## src/rtl/sample_tick_scheduler_if.sv

```systemverilog
// Configuration handshake and sample-clock outputs of the sample tick scheduler.
// The requester side uses the master modport; the scheduler uses the slave modport.
interface sample_tick_scheduler_if #(
    parameter int DIV_W = 16,
    parameter int CNT_W = 12
);
    logic             cfg_valid;
    logic             cfg_ready;
    logic [DIV_W-1:0] cfg_div;
    logic [CNT_W-1:0] cfg_len;
    logic             stop;
    logic             sclk;
    logic             tick;
    logic [CNT_W-1:0] tick_count;
    logic             busy;
    logic             done;

    modport master (
        output cfg_valid, cfg_div, cfg_len, stop,
        input  cfg_ready, sclk, tick, tick_count, busy, done
    );

    modport slave (
        input  cfg_valid, cfg_div, cfg_len, stop,
        output cfg_ready, sclk, tick, tick_count, busy, done
    );
endinterface

```

## src/rtl/sample_tick_scheduler.sv

```systemverilog
// Generates bursts of sample periods: a divided sample clock, a per-period tick strobe,
// a tick counter and a done pulse, with graceful stop and continuous (len=0) mode.
module sample_tick_scheduler #(
    parameter int DIV_W = 16,
    parameter int CNT_W = 12
) (
    input logic                   clk,
    input logic                   rst_n,
    sample_tick_scheduler_if.slave bus
);
    typedef enum logic [1:0] {IDLE, RUN, DONE} state_t;

    state_t           state, next_state;
    logic [DIV_W-1:0] div, period_cnt;
    logic [CNT_W-1:0] len, tick_cnt, tick_cnt_next;
    logic             stop_pend;
    logic             armed;
    logic             handshake, period_end, last_tick, end_burst;

    assign tick_cnt_next  = tick_cnt + CNT_W'(1);
    assign bus.tick_count = tick_cnt;

    always_ff @(posedge clk or negedge rst_n) begin
        if (!rst_n) begin
            state <= IDLE;
        end else begin
            state <= next_state;
        end
    end

    always_comb begin
        next_state    = state;
        handshake     = 1'b0;
        period_end    = 1'b0;
        last_tick     = 1'b0;
        end_burst     = 1'b0;
        bus.cfg_ready = 1'b0;
        bus.busy      = 1'b0;
        bus.done      = 1'b0;
        bus.tick      = 1'b0;
        bus.sclk      = 1'b0;
        case (state)
            IDLE: begin
                // armed keeps ready low until the first edge after reset release
                bus.cfg_ready = armed;
                handshake     = armed && bus.cfg_valid;
                if (handshake) begin
                    next_state = RUN;
                end
            end
            RUN: begin
                bus.busy   = 1'b1;
                period_end = (period_cnt == div - DIV_W'(1));
                bus.tick   = period_end;
                bus.sclk   = (period_cnt >= (div >> 1));
                last_tick  = (len != '0) && (tick_cnt_next == len);
                end_burst  = period_end && (bus.stop || stop_pend || last_tick);
                if (end_burst) begin
                    next_state = DONE;
                end
            end
            DONE: begin
                bus.busy   = 1'b1;
                bus.done   = 1'b1;
                next_state = IDLE;
            end
            default: begin
                next_state = IDLE;
            end
        endcase
    end

    always_ff @(posedge clk or negedge rst_n) begin
        if (!rst_n) begin
            div        <= DIV_W'(2);
            len        <= '0;
            period_cnt <= '0;
            tick_cnt   <= '0;
            stop_pend  <= 1'b0;
            armed      <= 1'b0;
        end else begin
            armed <= 1'b1;
            if (handshake) begin
                // divisors below 2 cannot form a low and a high phase
                div        <= (bus.cfg_div < DIV_W'(2)) ? DIV_W'(2) : bus.cfg_div;
                len        <= bus.cfg_len;
                period_cnt <= '0;
                tick_cnt   <= '0;
                stop_pend  <= 1'b0;
            end else if (state == RUN) begin
                period_cnt <= period_end ? '0 : period_cnt + DIV_W'(1);
                if (period_end) begin
                    tick_cnt <= tick_cnt_next;
                end
                if (end_burst) begin
                    stop_pend <= 1'b0;
                end else if (bus.stop) begin
                    stop_pend <= 1'b1;
                end
            end
        end
    end
endmodule

```

## src/flat_wrapper.sv

```systemverilog
// flat-port wrapper written by rule: the top's interface ports become plain ports
module sample_tick_scheduler_flat 
#(
    parameter int DIV_W = 16,
    parameter int CNT_W = 12
)
  (clk, rst_n, bus_cfg_valid, bus_cfg_div, bus_cfg_len, bus_stop, bus_cfg_ready, bus_sclk, bus_tick, bus_tick_count, bus_busy, bus_done);
  sample_tick_scheduler_if #(.DIV_W(DIV_W), .CNT_W(CNT_W)) bus_i ();
  input logic clk;
  input logic rst_n;
  input wire logic [$bits(bus_i.cfg_valid)-1:0] bus_cfg_valid;
  input wire logic [$bits(bus_i.cfg_div)-1:0] bus_cfg_div;
  input wire logic [$bits(bus_i.cfg_len)-1:0] bus_cfg_len;
  input wire logic [$bits(bus_i.stop)-1:0] bus_stop;
  output wire logic [$bits(bus_i.cfg_ready)-1:0] bus_cfg_ready;
  output wire logic [$bits(bus_i.sclk)-1:0] bus_sclk;
  output wire logic [$bits(bus_i.tick)-1:0] bus_tick;
  output wire logic [$bits(bus_i.tick_count)-1:0] bus_tick_count;
  output wire logic [$bits(bus_i.busy)-1:0] bus_busy;
  output wire logic [$bits(bus_i.done)-1:0] bus_done;
  assign bus_i.cfg_valid = bus_cfg_valid;
  assign bus_i.cfg_div = bus_cfg_div;
  assign bus_i.cfg_len = bus_cfg_len;
  assign bus_i.stop = bus_stop;
  assign bus_cfg_ready = bus_i.cfg_ready;
  assign bus_sclk = bus_i.sclk;
  assign bus_tick = bus_i.tick;
  assign bus_tick_count = bus_i.tick_count;
  assign bus_busy = bus_i.busy;
  assign bus_done = bus_i.done;
  sample_tick_scheduler #(.DIV_W(DIV_W), .CNT_W(CNT_W)) u_core (.clk(clk), .rst_n(rst_n), .bus(bus_i));
endmodule
```

## config.mk

```make
export PLATFORM = sky130hd
export DESIGN_NAME = sample_tick_scheduler_flat
export DESIGN_NICKNAME = d
export VERILOG_FILES = /design/src/rtl/sample_tick_scheduler_if.sv /design/src/rtl/sample_tick_scheduler.sv /design/src/flat_wrapper.sv
export SDC_FILE = /design/constraint.sdc
export NUM_CORES = 1
export LEC_CHECK = 0
export CAP_MARGIN = 25
export CORE_ASPECT_RATIO = 0.9
export CORE_MARGIN = 5
export CORE_UTILIZATION = 61
export CTS_CLUSTER_SIZE = 10
export DETAILED_ROUTE_END_ITERATION = 10
export PLACE_DENSITY_LB_ADDON = 0.2
export SLEW_MARGIN = 20
export SYNTH_ARGS = -nofsm -noshare
export SYNTH_HDL_FRONTEND = slang
export SYNTH_SLANG_ARGS = --single-unit
```

## constraint.sdc

```tcl
create_clock -name clk -period 5.3 [get_ports clk]
set_clock_uncertainty 0.15 [all_clocks]
set_input_delay 1.06 -clock clk [delete_from_list [all_inputs] [get_ports clk]]
set_output_delay 1.06 -clock clk [all_outputs]
set_load 0.02 [all_outputs]
```

Word-level counts from Yosys, hierarchy flattened. Index checks and enable logic that the tools add are counted.

Word-level logic and storage cells: 53. Bits in registers: 60. Output and inout port bits: 17.

$lt $le $gt $ge: 2. $add $sub $neg: 3. Reduce and logical (&&, ||, !) cells: 14. Muxes and demuxes: 21. Eq/ne operators: 6.

Operator list (count): $mux 16 (4); $mux 12 (3); $add 16x1->16 const B (1); $eq 16x16->1 (1); $ge 16x15->1 (1); $lt 16x2->1 const B (1); $sub 16x1->16 const B (1); $add 12x1->12 const B (1); $eq 12x12->1 (1); $reduce_bool 12->1 (1); $mux 1 (11); $reduce_and 2->1 (3); $mux 2 (2); $ne 2x1->1 const B (2); $pmux 2 s2 (1); $reduce_bool 2->1 (2); $logic_and 1x1->1 (3); $reduce_bool 3->1 (1); $eq 2x1->1 const B (1); $eq 2x2->1 const B (1); $logic_not 2->1 (1); $logic_or 1x1->1 (2); $reduce_or 2->1 (1).

Longest topological paths before layout.
Word-level depth: 9. Gate-level depth with buffers: 11. Depth with buffers taken out: 9.

Least setup slack after synthesis. Ideal clock, no wire load.

Kind: register to output. Start point: register u_core.div[2]. End point: output port bus_tick. Slack: 1.805 ns. Stages on the path, launching flop included: 6. Data arrival time: 2.285 ns. Cell sequence: dfrtp_1 > or4_4 > or3_1 > or4_1 > mux2i_1 > and4_1.

Word-level cells in the longest chain between the ends: 3.

RTL lines: from (decl) (line sample_tick_scheduler.sv:14) `logic [DIV_W-1:0] div, period_cnt;`; from (signal assigned) (line sample_tick_scheduler.sv:85) `div <= (bus.cfg_div < DIV_W'(2)) ? DIV_W'(2) : bus.cfg_div;`; $sub 16x1->16 (line sample_tick_scheduler.sv:53) `period_end = (period_cnt == div - DIV_W'(1));`; $eq 16x16->1 (line sample_tick_scheduler.sv:53); $mux 1 (line sample_tick_scheduler.sv:42) `case (state)`; to (decl) (line flat_wrapper.sv:17) `output wire logic [$bits(bus_i.tick)-1:0] bus_tick;`.

Every way passes these cells.

Worst setup path after layout.
Start point: register u_core.div[0]. End point: output port bus_tick.

Same word-level chain as after synthesis.

==> flow_summary.json <==
{
  "setup.worst_path.end": "bus_tick",
  "core-area_um2": 6481,
  "drc": 0,
  "crit_buf_inv": 2,
  "track_usage": 0.2637,
  "cp_num_cells": 8,
  "cts_max_path_buffers": 2,
  "worstReg2RegEnd": "u_core.period_cnt[8]",
  "cts.sinks": 60,
  "netlist_instances": 467,
  "status": "finished, final reports clean",
  "crit_type": "reg2out",
  "slew_headroom": 0.3278,
  "synth_nets": 520,
  "power_uw": 878.8,
  "die_area_um2": 8288,
  "cp-startpoint": "u_core.div[0]",
  "cpLargestDelayFamily": "simple AND/OR/NAND/NOR gates",
  "cts_tree": "built",
  "cts-root-buf": "clkbuf_8",
  "worstSkewPairLatency_ns": 0.35,
  "ys_seq_area_frac": 0.3752,
  "required_ns": 4.09,
  "first_global_vias": 3486,
  "antenna_cells": 0,
  "fin_tns_setup_ns": 0,
  "yosys_register_bits": 60,
  "multi_input_area_um2": 2326,
  "min_period_ns": 4.549,
  "drtAntennaViolNets": 0,
  "leakagePower_nw": 2.172,
  "post_cts_resize_count": 0,
  "synth_flop_cell": "dfrtp_1",
  "dp_hpwl_mm": 7.265,
  "hold_viol_final": 0,
  "fin_crit_sh": 0.8583,
  "r2r_start": "u_core.div[2]",
  "dr.first_iter.drc_count": 185,
  "n_fill_cell": 500,
  "die_height_um": 86.87,
  "drive_gt1_frac": 0.05996,
  "maxCapViolCount": 0,
  "ff2ff_setup_slack_ns": 1.43,
  "gp_congestion": 0.9251,
  "reg2reg_depth": 7,
  "yosysWarnings": 0,
  "crit_slowest_cell": "clkdlybuf4s50_1",
  "tightest_slew_ns": 1.008,
  "grt_max_degree": 61,
  "cts_setup_buffers": 0,
  "rsz0062_at_grt": "no",
  "fmax_mhz": 219.8,
  "syn2layout_area_growth_pct": 18.06,
  "setup_viol": 0,
  "endpoint_kind": "output pin",
  "die_w_um": 95.41,
  "pwr_density_cell_nw_per_um2": 185.9,
  "critical_path.startpoint_type": "flop",
  "final-seq-area_um2": 1503,
  "ctsHoldBuffers": 0,
  "async_reset_ff_frac": 1.000,
  "crit_fanout": 5,
  "h-tree-depth": 3,
  "slowest_delay_ns": 0.60,
  "cts-buffers-inserted": 9,
  "arrival_ns": 3.34,
  "holdCritStartpoint": "u_core.len[0]",
  "min_path_cells": 2,
  "vdd_drop_max_mv": 0.1577,
  "ioPinCount": 49,
  "syn_area_um2": 4005,
  "start_util": 0.6180,
  "synth-edff-count": 0,
  "path_cells": "or4_1 > or3_1 > and2_1 > a2111oi_0 > inv_1 > nor3_1 > and4_1 > clkdlybuf4s50_1",
  "avgSynthCellArea_um2": 8.576,
  "path_clk_slew_ns": 0.08,
  "num-nets-final": 565,
  "antenna_found_initial": 0,
  "portBuffers": 48,
  "dr.pass1.iters": 5,
  "slew_violations": 0,
  "yosysUniqueCellTypes": 56,
  "routed_via_density": 6.003,
  "grt_remaining_overflow": 0,
  "rows": 28,
  "min_path_type": "reg2reg",
  "wl_per_cell_um": 16.49,
  "grt_first_pass_wirelength_mm": 16.79,
  "wl_mm": 10.01,
  "dr_total_vias": 3644
}
-- worst min-delay path, stage by stage (launching register included) --
cell and delay, ns:
dfrtp_1 0.39, nand2_1 0.06, nand2_1 0.06
-- cell type report --
| cell class | count | share of cell area |
|---|---|---|
| multi-input combinational | 364 | 0.4919 |
| sequential | 60 | 0.3178 |
| timing repair buffer | 52 | 0.1085 |
| clock buffer | 9 | 0.02620 |
| tap | 90 | 0.02382 |
| inverter | 25 | 0.01985 |
| clock inverter | 7 | 0.01191 |
-- flip-flops by register name, summed over array words and instances (netlist names) --
register	flops
u_core.period_cnt	16
u_core.div	16
u_core.bus.tick_count	12
u_core.stop_pend	1
u_core.len	12
u_core.armed	1
u_core.state	2
-- cell usage after synthesis, types with 5 or more instances --
| cell | number | area, µm² |
|---|---|---|
| nor2b_1 | 5 | 31.28 |
| nand4_1 | 8 | 50.05 |
| xnor2_1 | 31 | 271.5 |
| or3_1 | 8 | 50.05 |
| a21o_1 | 6 | 45.04 |
| nor2_1 | 35 | 131.4 |
| ha_1 | 21 | 262.8 |
| dfrtp_1 | 59 | 1476 |
| a41o_1 | 9 | 90.09 |
| inv_1 | 25 | 93.84 |
| o21ai_0 | 23 | 115.1 |
| nor4_1 | 11 | 68.82 |
| nand2_1 | 83 | 311.6 |
| clkbuf_1 | 11 | 41.29 |
| a31oi_1 | 11 | 68.82 |
| and4_1 | 5 | 43.79 |
| xor2_1 | 17 | 148.9 |
| a21oi_1 | 8 | 40.04 |
| nor3_1 | 11 | 55.05 |
| or4_1 | 5 | 37.54 |
| nand3_1 | 12 | 60.06 |
| and2_1 | 7 | 43.79 |
-- worst min-delay path by stage --
stage                  endpoint  slack, ns
3_3_place_gp   u_core.stop_pend       0.35
2_1_floorplan     u_core.div[1]       0.33
3_5_place_dp      u_core.div[1]       0.36
4_1_cts           u_core.div[1]       0.38
6_report          u_core.len[0]       0.38
5_1_grt           u_core.div[1]       0.40
-- kinds of logic after synthesis --
logic type	share of synthesized area
simple gates	0.2509
xor+xnor	0.1050
other cells	0.0009363
mux	0.009997
fa+ha+maj	0.06560
flops	0.3752
buf+inv	0.04592
compound gates	0.1465
-- metal layers --
| layer | GRT usage | vias up | routed length (µm) |
|---|---|---|---|
| met5 | 0 | - | 0 |
| met2 | 0.3922 | 177 | 4444 |
| li1 | - | 1734 | - |
| met4 | 0.07364 | 0 | 182 |
| met1 | 0.3781 | 1705 | 4518 |
| met3 | 0.07347 | 28 | 864 |
-- where the power goes --
part	internal [mW]	switching (mW)	total, mW
Combinational	0.0209	0.0151	0.0360
Clock	0.176	0.209	0.385
Sequential	0.458	0.000238	0.458
-- layout by cell type, fill, tap and decap left out, types with 5 or more instances in the layout --
master           Yosys  layout
ha_1                21      21
a21oi_1              8       8
clkbuf_8             0       9
dfrtp_1             59      59
a31oi_1             11      11
or3_1                8       8
and2_1               7       7
inv_1               25      25
xnor2_1             31      31
and4_1               5       5
a21o_1               6       6
nand3_1             12      12
a41o_1               9       9
nand4_1              8       8
nor2_1              35      34
or4_1                5       5
nor4_1              11      11
nor2b_1              5       5
o21ai_0             23      23
clkdlybuf4s50_1      0      47
nor3_1              11      11
xor2_1              17      17
nand2_1             83      83
-- through the flow --
step           setup slack (ns)  hold WS [ns]    util  instance area (µm²)  cells
6_report                 0.7511        0.3828  0.7295                 4728    607
5_1_grt                  0.6132        0.3968  0.7295                 4728    607
4_1_cts                  0.7525        0.3758  0.7272                 4713    606
3_5_place_dp              1.153        0.3641  0.6994                 4533    590
3_3_place_gp              1.198        0.3524  0.6994                 4533    590
2_1_floorplan             1.805        0.3329       -                 4005    467
Note: power is estimated with default switching activity, not from simulation.
